===== src/rtl/jump_target_if.sv =====
// Handshake bundle between decode and the jump target unit.
// Decode (master) presents requests and accepts results; the unit is the slave.
interface jump_target_if #(
  parameter int ADDR_W    = 32,
  parameter int IDX_W     = 26,
  parameter int RAS_DEPTH = 4
) ();
  localparam int CNT_W = $clog2(RAS_DEPTH) + 1;

  logic              in_valid;
  logic              in_ready;
  logic [1:0]        op;
  logic [ADDR_W-1:0] pc_plus4;
  logic [IDX_W-1:0]  imm;
  logic              out_valid;
  logic              out_ready;
  logic [ADDR_W-1:0] target;
  logic              out_err;
  logic [CNT_W-1:0]  ras_count;

  modport master (
    output in_valid, op, pc_plus4, imm, out_ready,
    input  in_ready, out_valid, target, out_err, ras_count
  );

  modport slave (
    input  in_valid, op, pc_plus4, imm, out_ready,
    output in_ready, out_valid, target, out_err, ras_count
  );
endinterface


===== src/rtl/jump_target_unit.sv =====
// Pipelined next-PC target generator: JUMP, BRANCH, CALL and RETURN targets
// registered behind a valid/ready handshake with one cycle of latency.
// Optional return-address stack enabled by defining JUMP_TARGET_RAS_EN; with it
// undefined CALL acts as JUMP and RETURN falls through to pc_plus4 with out_err.
module jump_target_unit #(
  parameter int ADDR_W    = 32,
  parameter int IDX_W     = 26,
  parameter int OFF_W     = 16,
  parameter int SHIFT     = 2,
  parameter int RAS_DEPTH = 4
) (
  input  logic         clk,
  input  logic         rst_n,
  jump_target_if.slave bus
);

  localparam int CNT_W = $clog2(RAS_DEPTH) + 1;
  localparam int PTR_W = $clog2(RAS_DEPTH);

  localparam logic [1:0] OP_JUMP   = 2'b00;
  localparam logic [1:0] OP_BRANCH = 2'b01;
  localparam logic [1:0] OP_CALL   = 2'b10;
  localparam logic [1:0] OP_RETURN = 2'b11;

  // Bits below this mask come from the shifted index; the rest keep pc_plus4.
  // When the shifted index fills the whole address the mask is all ones.
  localparam logic [ADDR_W-1:0] LOW_MASK =
    (ADDR_W'(1) << (IDX_W + SHIFT)) - ADDR_W'(1);

  logic              valid_q, valid_d;
  logic [ADDR_W-1:0] target_q, target_d;
  logic              err_q, err_d;

  logic                    accept_s;
  logic [ADDR_W-1:0]       jump_s;
  logic signed [OFF_W-1:0] off_s;
  logic [ADDR_W-1:0]       br_off_s;
  logic [ADDR_W-1:0]       branch_s;

`ifdef JUMP_TARGET_RAS_EN
  logic [ADDR_W-1:0] ras_q [RAS_DEPTH];
  logic [PTR_W-1:0]  wp_q, wp_d;
  logic [CNT_W-1:0]  count_q, count_d;
  logic              push_s;
`endif

  assign bus.in_ready  = !valid_q || bus.out_ready;
  assign accept_s      = bus.in_valid && bus.in_ready;
  assign bus.out_valid = valid_q;
  assign bus.target    = target_q;
  assign bus.out_err   = err_q;

  assign jump_s   = (bus.pc_plus4 & ~LOW_MASK) | (ADDR_W'(bus.imm) << SHIFT);
  assign off_s    = $signed(bus.imm[OFF_W-1:0]);
  assign br_off_s = ADDR_W'(off_s) << SHIFT;
  assign branch_s = bus.pc_plus4 + br_off_s;

`ifdef JUMP_TARGET_RAS_EN
  assign bus.ras_count = count_q;
`else
  assign bus.ras_count = {CNT_W{1'b0}};
`endif

  // Next-state for the result register, handshake and stack pointers.
  always_comb begin
    valid_d  = valid_q;
    target_d = target_q;
    err_d    = err_q;
`ifdef JUMP_TARGET_RAS_EN
    wp_d     = wp_q;
    count_d  = count_q;
    push_s   = 1'b0;
`endif
    if (accept_s) begin
      valid_d = 1'b1;
      case (bus.op)
        OP_JUMP: begin
          target_d = jump_s;
          err_d    = 1'b0;
        end
        OP_BRANCH: begin
          target_d = branch_s;
          err_d    = 1'b0;
        end
        OP_CALL: begin
          target_d = jump_s;
          err_d    = 1'b0;
`ifdef JUMP_TARGET_RAS_EN
          // Circular push: when full the oldest entry is overwritten.
          push_s = 1'b1;
          wp_d   = wp_q + PTR_W'(1);
          if (count_q == CNT_W'(RAS_DEPTH)) begin
            count_d = count_q;
          end else begin
            count_d = count_q + CNT_W'(1);
          end
`endif
        end
        OP_RETURN: begin
`ifdef JUMP_TARGET_RAS_EN
          if (count_q == {CNT_W{1'b0}}) begin
            target_d = {ADDR_W{1'b0}};
            err_d    = 1'b1;
          end else begin
            target_d = ras_q[wp_q - PTR_W'(1)];
            err_d    = 1'b0;
            wp_d     = wp_q - PTR_W'(1);
            count_d  = count_q - CNT_W'(1);
          end
`else
          target_d = bus.pc_plus4;
          err_d    = 1'b1;
`endif
        end
        default: begin
          target_d = target_q;
          err_d    = err_q;
        end
      endcase
    end else if (bus.out_ready) begin
      valid_d = 1'b0;
    end else begin
      valid_d = valid_q;
    end
  end

  // Result register and handshake state, cleared by asynchronous reset.
  always_ff @(posedge clk or negedge rst_n) begin
    if (!rst_n) begin
      valid_q  <= 1'b0;
      target_q <= {ADDR_W{1'b0}};
      err_q    <= 1'b0;
    end else begin
      valid_q  <= valid_d;
      target_q <= target_d;
      err_q    <= err_d;
    end
  end

`ifdef JUMP_TARGET_RAS_EN
  // Stack pointer and occupancy; reset empties the stack immediately.
  always_ff @(posedge clk or negedge rst_n) begin
    if (!rst_n) begin
      wp_q    <= {PTR_W{1'b0}};
      count_q <= {CNT_W{1'b0}};
    end else begin
      wp_q    <= wp_d;
      count_q <= count_d;
    end
  end

  // Stack storage; contents are meaningless until pushed, so no reset.
  always_ff @(posedge clk) begin
    if (push_s) begin
      ras_q[wp_q] <= bus.pc_plus4;
    end
  end
`endif

endmodule


===== src/flat_wrapper.sv =====
// flat-port wrapper written by rule: the top's interface ports become plain ports
module jump_target_unit_flat 
#(
  parameter int ADDR_W    = 32,
  parameter int IDX_W     = 26,
  parameter int OFF_W     = 16,
  parameter int SHIFT     = 2,
  parameter int RAS_DEPTH = 4
)
  (clk, rst_n, bus_in_valid, bus_op, bus_pc_plus4, bus_imm, bus_out_ready, bus_in_ready, bus_out_valid, bus_target, bus_out_err, bus_ras_count);
  jump_target_if #(.ADDR_W(ADDR_W), .IDX_W(IDX_W), .RAS_DEPTH(RAS_DEPTH)) bus_i ();
  input  logic clk;
  input  logic rst_n;
  input wire logic [$bits(bus_i.in_valid)-1:0] bus_in_valid;
  input wire logic [$bits(bus_i.op)-1:0] bus_op;
  input wire logic [$bits(bus_i.pc_plus4)-1:0] bus_pc_plus4;
  input wire logic [$bits(bus_i.imm)-1:0] bus_imm;
  input wire logic [$bits(bus_i.out_ready)-1:0] bus_out_ready;
  output wire logic [$bits(bus_i.in_ready)-1:0] bus_in_ready;
  output wire logic [$bits(bus_i.out_valid)-1:0] bus_out_valid;
  output wire logic [$bits(bus_i.target)-1:0] bus_target;
  output wire logic [$bits(bus_i.out_err)-1:0] bus_out_err;
  output wire logic [$bits(bus_i.ras_count)-1:0] bus_ras_count;
  assign bus_i.in_valid = bus_in_valid;
  assign bus_i.op = bus_op;
  assign bus_i.pc_plus4 = bus_pc_plus4;
  assign bus_i.imm = bus_imm;
  assign bus_i.out_ready = bus_out_ready;
  assign bus_in_ready = bus_i.in_ready;
  assign bus_out_valid = bus_i.out_valid;
  assign bus_target = bus_i.target;
  assign bus_out_err = bus_i.out_err;
  assign bus_ras_count = bus_i.ras_count;
  jump_target_unit #(.ADDR_W(ADDR_W), .IDX_W(IDX_W), .OFF_W(OFF_W), .SHIFT(SHIFT), .RAS_DEPTH(RAS_DEPTH)) u_core (.clk(clk), .rst_n(rst_n), .bus(bus_i));
endmodule

===== config.mk =====
export PLATFORM = sky130hd
export DESIGN_NAME = jump_target_unit_flat
export DESIGN_NICKNAME = d
export VERILOG_FILES = /design/src/rtl/jump_target_if.sv /design/src/rtl/jump_target_unit.sv /design/src/flat_wrapper.sv
export SDC_FILE = /design/constraint.sdc
export NUM_CORES = 1
export LEC_CHECK = 0
export ABC_AREA = 0
export CAP_MARGIN = 20
export CORE_ASPECT_RATIO = 1.75
export CORE_UTILIZATION = 44
export CTS_CLUSTER_DIAMETER = 40
export DETAILED_ROUTE_END_ITERATION = 8
export GPL_TIMING_DRIVEN = 1
export HOLD_SLACK_MARGIN = 0.12
export PLACE_DENSITY_LB_ADDON = 0.15
export SETUP_SLACK_MARGIN = 0.5
export SLEW_MARGIN = 20
export SYNTH_ARGS = -nofsm -noshare
export SYNTH_HDL_FRONTEND = slang
export SYNTH_SLANG_ARGS = --single-unit

===== constraint.sdc =====
create_clock -name clk -period 1.3 [get_ports clk]
set_input_delay 0.325 -clock clk [delete_from_list [all_inputs] [get_ports clk]]
set_output_delay 0.325 -clock clk [all_outputs]
set_load 0.01 [all_outputs]

==> results_tabular.tex, run 1 <==
\begin{tabular}{lr}
\hline
Metric & Value \\
\hline
\multicolumn{2}{l}{\textbf{Die}} \\
\quad Initial Utilization & 45.91\% \\
\quad Die boundary height & 117.3 um \\
\quad Top-Level Pins & 102 \\
\quad Core Rows & 41 \\
\quad Width of the die & 67.91 um \\
\multicolumn{2}{l}{\textbf{Outcome}} \\
\quad Tool error message & [ERROR GRT-0232] Routing congestion too high. Check the congestion heatmap in the GUI. \\
\quad Failed at & global routing (5\_1\_grt) \\
\quad Status & stopped before the end \\
\multicolumn{2}{l}{\textbf{Global routing}} \\
\quad GR Util All Layers & 94.68\% \\
\quad Pin count of the biggest net entering global routing & 35 \\
\quad Remaining global-route overflow & 655 \\
\multicolumn{2}{l}{\textbf{Clock network}} \\
\quad Maximum number of buffers from clock root to sink & 2 \\
\quad CTS sink cnt & 34 \\
\quad Number of CTS-inserted buffers & 5 \\
\quad Maximum level of the CTS H-tree & 2 \\
\quad Clk Tree Root Cell & clkbuf\_16 \\
\multicolumn{2}{l}{\textbf{Logic synthesis}} \\
\quad Number of distinct library cells after synthesis & 59 \\
\quad Synth Cell Area & 3344 um\^{}2 \\
\quad Instance count of the mapped netlist & 426 \\
\quad Average footprint of a synthesized cell & 7.851 um\^{}2 \\
\quad Portion of the post-synthesis area used by sequential elements & 25.44\% \\
\quad Most used DFF post-synth & dfrtp\_1 \\
\quad Yosys reg bits & 34 \\
\quad Fraction of registers with async set/reset & 100.0\% \\
\quad Yosys warnings & 0 \\
\quad Number of enable flip-flop cells after synthesis & 0 \\
\multicolumn{2}{l}{\textbf{STA}} \\
\quad Last reported worst endpoint of the global-route repair pass & u\_core.bus.target[16]\$\_DFFE\_PN0P\_/D \\
\quad Kind of endpoint with the least setup slack & sequential cell input \\
\multicolumn{2}{l}{\textbf{Placed design}} \\
\quad IO Port Bufs & 98 \\
\quad Worst slack at placement & -1809 ps \\
\quad Dpl hpwl & 10010 um \\
\quad Routability cong. & 0.9104 \\
\hline
\end{tabular}
[synthesized netlist by cell type, drive strengths merged, types with 3 or more instances]
cell / number / area share [%]
a211oi: 7 / 1.7
a41oi: 3 / 1.0
a311oi: 3 / 0.79
o211ai: 16 / 3.7
and2: 4 / 0.75
o221ai: 3 / 0.79
o21ai: 54 / 8.2
xor2: 13 / 3.4
mux2i: 7 / 2.1
nand2b: 9 / 1.7
clkbuf: 18 / 2.0
and3: 6 / 1.1
dfrtp: 34 / 25
a21oi: 35 / 5.3
a21o: 7 / 1.6
buf: 6 / 1.0
nor2: 23 / 2.6
o21a: 5 / 1.1
inv: 7 / 0.79
nor2b: 8 / 1.5
nor3: 7 / 1.0
a31oi: 5 / 1.4
ha: 29 / 11
nand3: 11 / 1.6
nand4: 4 / 0.75
or3: 3 / 0.56
xnor2: 11 / 2.9
nand2: 63 / 7.1
[kinds of logic after synthesis]
kind of cell	share of synthesized area (%)
AO/OA/AOI/OAI	29.85
flip-flops	25.44
multiplexers	2.432
adder cells (fa/ha/maj)	11.45
AND/OR/NAND/NOR	20.58
other	0.1121
buffers and inverters	3.853
XOR/XNOR	6.285
[stage by stage]
stage / hold WS (ps) / cell area, um^2 / util, % / std cells
after detailed placement: 309.9 / 5321 / 73.05 / 700
after floorplan: 29.41 / 3473 / - / 428
after CTS: 315.3 / 6449 / 88.53 / 761
after global placement: 308.5 / 5321 / 73.05 / 700
[metal layers]
| metal | track usage, % | GRT overflow |
|---|---|---|
| met5 | 10.29 | 0 |
| met4 | 111.1 | 150 |
| met3 | 56.32 | 0 |
| met2 | 127.6 | 499 |
| met1 | 85.71 | 6 |
[what timing repair did]
action                                  CTS
setup buffers                            47
resized for setup                       395
pin swaps                                78
hold endpoints to repair                 34
endpoints found under the setup margin   69
gates cloned                              5
hold buffers                              1
==> run 2, diff against run 1 <==
Settings changed: CORE_ASPECT_RATIO 1.75 to not set, CORE_UTILIZATION 44 to 35, CTS_CLUSTER_DIAMETER 40 to not set, HOLD_SLACK_MARGIN 0.12 to not set, SETUP_SLACK_MARGIN 0.5 to not set.
Clock period 1.3 ns to 1.7 ns, I/O delays scaled along.
==> run 2 against run 1 <==
The flow now finishes, with violations (setup timing). Synthesized area unchanged. Synthesized cell count unchanged.
==> results_tabular.tex, run 2 <==
\begin{tabular}{lr}
\hline
Metric & Value \\
\hline
\multicolumn{2}{l}{\textbf{Logic synthesis}} \\
\quad Most used DFF post-synth & dfrtp\_1 (unchanged) \\
\quad Post-synth top area share & 25.44\% (unchanged) \\
\quad Area fraction in compound gates after synthesis & 29.85\% (unchanged) \\
\quad Commonest cells post-synth & nand2\_1, o21ai\_0, a21oi\_1, dfrtp\_1, ha\_1 (unchanged) \\
\quad Post-synthesis share of cell area spent on xor and xnor gates & 6.285\% (unchanged) \\
\quad Average footprint of a synthesized cell & 7.851 um\^{}2 (unchanged) \\
\quad Number of enable flip-flop cells after synthesis & 0 (unchanged) \\
\quad Dominant combinational cell family by area after synthesis & compound AO/OA/AOI/OAI gates (unchanged) \\
\quad Top post-synthesis cells by area & dfrtp\_1, ha\_1, o21ai\_0 (unchanged) \\
\quad Portion of the post-synthesis area used by sequential elements & 25.44\% (unchanged) \\
\quad Yosys reg bits & 34 (unchanged) \\
\quad Number of distinct library cells after synthesis & 59 (unchanged) \\
\quad Share of cell area taken by muxes after synthesis & 2.432\% (unchanged) \\
\quad Adder-cell share of the synthesized area & 11.45\% (unchanged) \\
\quad Cell with the most instances after synthesis & nand2\_1 (unchanged) \\
\quad Instance count of the mapped netlist & 426 (unchanged) \\
\quad Simple-gate share of the synthesized area & 20.58\% (unchanged) \\
\quad Synth Cell Area & 3344 um\^{}2 (unchanged) \\
\quad Fraction of registers with async set/reset & 100.0\% (unchanged) \\
\quad Post-synthesis cell type with the largest combined area & dfrtp\_1 (unchanged) \\
\quad Yosys warnings & 0 (unchanged) \\
\multicolumn{2}{l}{\textbf{STA}} \\
\quad Final Slew Violations & 0 \\
\quad Post-Route Skew & 7.273 ps \\
\quad Crit path time final & 2533 ps \\
\quad Final Setup Violations & 26 \\
\quad Worst setup slack after layout & -832.6 ps \\
\quad Final hold vios & 0 \\
\quad Fmax & 0.3949 GHz \\
\quad RSZ-0062 raised after global routing & true \\
\quad Post-route clock period utilization & 149.0\% \\
\quad Total negative slack & -15760 ps \\
\multicolumn{2}{l}{\textbf{Layout}} \\
\quad Highest-count cells in the layout ignoring fill and taps & buf\_4, nand2\_1, clkdlybuf4s50\_1 \\
\quad Final \#Nets & 732 \\
\quad Finished layout cell area & 6021 um\^{}2 \\
\quad Layout cell share with drive strength beyond 1 & 35.99\% \\
\quad Number of antenna cells inserted & 0 \\
\quad Flip-flop count of the largest register after layout & 32 \\
\quad End-of-flow core utilization & 65.16\% \\
\quad Leading cell type in the layout, fill and taps excluded & buf\_4 \\
\quad Layout-stage area growth over the synthesis result & 80.02\% \\
\quad Final-layout fill cell count & 789 \\
\multicolumn{2}{l}{\textbf{Setup path}} \\
\quad CP max stage cell & or4\_4 \\
\quad Worst endpoint data arrival time & 2710 ps \\
\quad Cell chain of the critical path & dlygate4sd2\_1 -> ha\_2 -> or4\_4 -> o211ai\_4 -> nand2\_2 -> a41oi\_4 -> o21bai\_4 -> a221oi\_2 -> mux2i\_1 -> nand3\_1 \\
\quad R2R Path Start & u\_core.bus.out\_valid \\
\quad Crit path kind & input pin to register \\
\quad Kind of end point of the critical path & register \\
\quad Kind of start point of the critical path & input pin \\
\quad Worst flop-to-flop path endpoint & u\_core.bus.target[30] \\
\quad Worst path max stage delay & 540 ps \\
\quad Top fanout value on the critical path & 3 \\
\quad Path depth of the worst reg2reg path & 6 \\
\quad Worst reg-to-reg setup slack & 250 ps \\
\quad Required @ worst endpoint & 1870 ps \\
\multicolumn{2}{l}{\textbf{Placed design}} \\
\quad Routability cong. & 0.9685 (was 0.9104) \\
\quad Cell area after placement & 5350 um\^{}2 (was 5321 um\^{}2) \\
\quad IO Port Bufs & 98 (unchanged) \\
\quad Worst slack at placement & -1547 ps (was -1809 ps) \\
\quad Dpl hpwl & 9292 um (was 10010 um) \\
\multicolumn{2}{l}{\textbf{Global routing}} \\
\quad Number of antenna violations at the first check in global routing & 0 \\
\quad Pin count of the biggest net entering global routing & 35 \\
\quad Remaining global-route overflow & 0 \\
\quad Via count of the first global-routing pass & 3871 \\
\quad GR Util All Layers & 24.63\% \\
\quad Global-route wire length before repair & 19250 um \\
\multicolumn{2}{l}{\textbf{Clock network}} \\
\quad Maximum level of the CTS H-tree & 2 (unchanged) \\
\quad CTS sink cnt & 34 (unchanged) \\
\quad Maximum number of buffers from clock root to sink & 2 (unchanged) \\
\quad \# hold bufs at CTS & 0 (was 1) \\
\quad CTS clock-pin slew for the worst setup and hold paths & 80 ps \\
\quad Number of CTS-inserted buffers & 5 (unchanged) \\
\quad CTS tree & built \\
\quad Worst-skew pair later-pin latency & 290 ps \\
\quad Clk Tree Root Cell & clkbuf\_8 (was clkbuf\_16) \\
\multicolumn{2}{l}{\textbf{Die}} \\
\quad Core Footprint & 9240 um\^{}2 \\
\quad Top-Level Pins & 102 (unchanged) \\
\quad Core Rows & 35 (was 41) \\
\quad Initial Utilization & 36.19\% (was 45.91\%) \\
\quad Die Outline Area & 9950 um\^{}2 \\
\quad Width of the die & 99.75 um (was 67.91 um) \\
\quad Die boundary height & 99.75 um (was 117.3 um) \\
\multicolumn{2}{l}{\textbf{Drt}} \\
\quad Via density & 5.257 \\
\quad Final routed DRC violation total & 0 \\
\quad Routed vias & 4037 \\
\quad Total length of routed wires & 12300 um \\
\quad Number of DRC violations after detailed-routing iteration 0 & 229 \\
\quad First-pass iteration count of the detailed router & 5 \\
\quad Post-detailed-route count of antenna-violating nets & 0 \\
\quad WL per Instance & 16.01 um \\
\multicolumn{2}{l}{\textbf{Power}} \\
\quad Combinational Power Share & 54.4\% \\
\quad Static Leak & 2.605 nW \\
\quad Power consumption & 3.885 mW \\
\quad Sw Share & 35.41\% \\
\quad Switching Power & 1.376 mW \\
\quad Part of the total power dissipated in the clock network & 19.4\% \\
\quad Pwr per Cell Area & 645.2 nW/um\^{}2 \\
\quad Sequential share of power & 26.1\% \\
\quad Internal power consumption & 2.509 mW \\
\quad Maximum vdd ir drop & 417.9 uV \\
\multicolumn{2}{l}{\textbf{Outcome}} \\
\quad Status & complete, but fails checks (was stopped before the end) \\
\quad Violations in the final reports & setup timing \\
\multicolumn{2}{l}{\textbf{Run}} \\
\quad Max cap viols & 0 \\
\multicolumn{2}{l}{\textbf{Min path}} \\
\quad Hold/Removal Path Class & input pin to async pin \\
\hline
\end{tabular}
-- run 2: cell counts after synthesis --
Identical to the previous run, type by type.
-- run 2: cells by family after synthesis --
group                    count (synthesis)
flip-flops                              34
other                                    1
buffers and inverters                   31
XOR/XNOR                                24
AND/OR/NAND/NOR                        145
multiplexers                             8
adder cells (fa/ha/maj)                 30
AO/OA/AOI/OAI                          153
-- run 2: critical path: cells and delay by family --
family,cells,cell delay (ps)
buffers and inverters,1,250
muxes,1,230
AOI/OAI and AO/OA,4,880
adders and majority gates,1,190
and+or+nand+nor,3,730
-- run 2: cell type report --
class | instances | area [um^2] | share of cell area, %
timing repair buffer | 227 | 1989 | 33.04
sequential | 34 | 850.8 | 14.13
clock buffer | 5 | 68.82 | 1.143
tap | 129 | 161.4 | 2.681
multi-input combinational | 363 | 2882 | 47.86
inverter | 7 | 28.78 | 0.4780
clock inverter | 3 | 40.04 | 0.6650
-- run 2: worst max-delay path by stage --
stage | slack, ps | to | depth (start not counted) | from
3_3_place_gp | -1540 | u_core.bus.target[26] | 13 | bus_imm[15]
5_1_grt | -940 | u_core.bus.target[28] | 13 | bus_pc_plus4[2]
3_5_place_dp | -1550 | u_core.bus.target[26] | 13 | bus_imm[15]
4_1_cts | -880 | u_core.bus.target[28] | 13 | bus_pc_plus4[2]
2_1_floorplan | -750 | u_core.bus.target[28] | 12 | bus_imm[0]
6_report | -830 | u_core.bus.target[28] | 10 | bus_imm[5]
-- run 2: timing repair --
action	4_1_cts	5_1_grt
endpoints found under the setup margin	30	30
resized for setup	147	34
pin swaps	60	36
hold endpoints to repair	0	0
setup buffers	11	6
-- run 2: power by group through the flow --
stage / sequential, mW / combinational [mW] / clock (mW)
detailed placement: 1.03 / 1.81 / 0
CTS: 1.01 / 2.02 / 0.774
global route: 1.03 / 2.28 / 0.806
floorplan: 1.08 / 0.786 / 0
global placement: 1.02 / 1.80 / 0
finish: 1.02 / 2.11 / 0.755
-- run 2: metal layers --
layer / routed length [um] / vias to the layer above / GRT usage (%) / share of wire (%)
met5: 0 / - / 0 / 0
met1: 5621 / 1902 / 33.61 / 46
li1: - / 1987 / - / -
met3: 696 / 13 / 2.530 / 5.7
met2: 5787 / 135 / 41.06 / 47
met4: 189 / 0 / 7.127 / 1.5
-- run 2: through the flow --
step	std cells	hold WS [ps]
6_report	768	154.8
5_1_grt	768	194.5
3_5_place_dp	745	467.4
2_1_floorplan	428	129.4
4_1_cts	763	174.3
3_3_place_gp	745	448.8
Note: power is estimated with default switching activity, not from simulation.
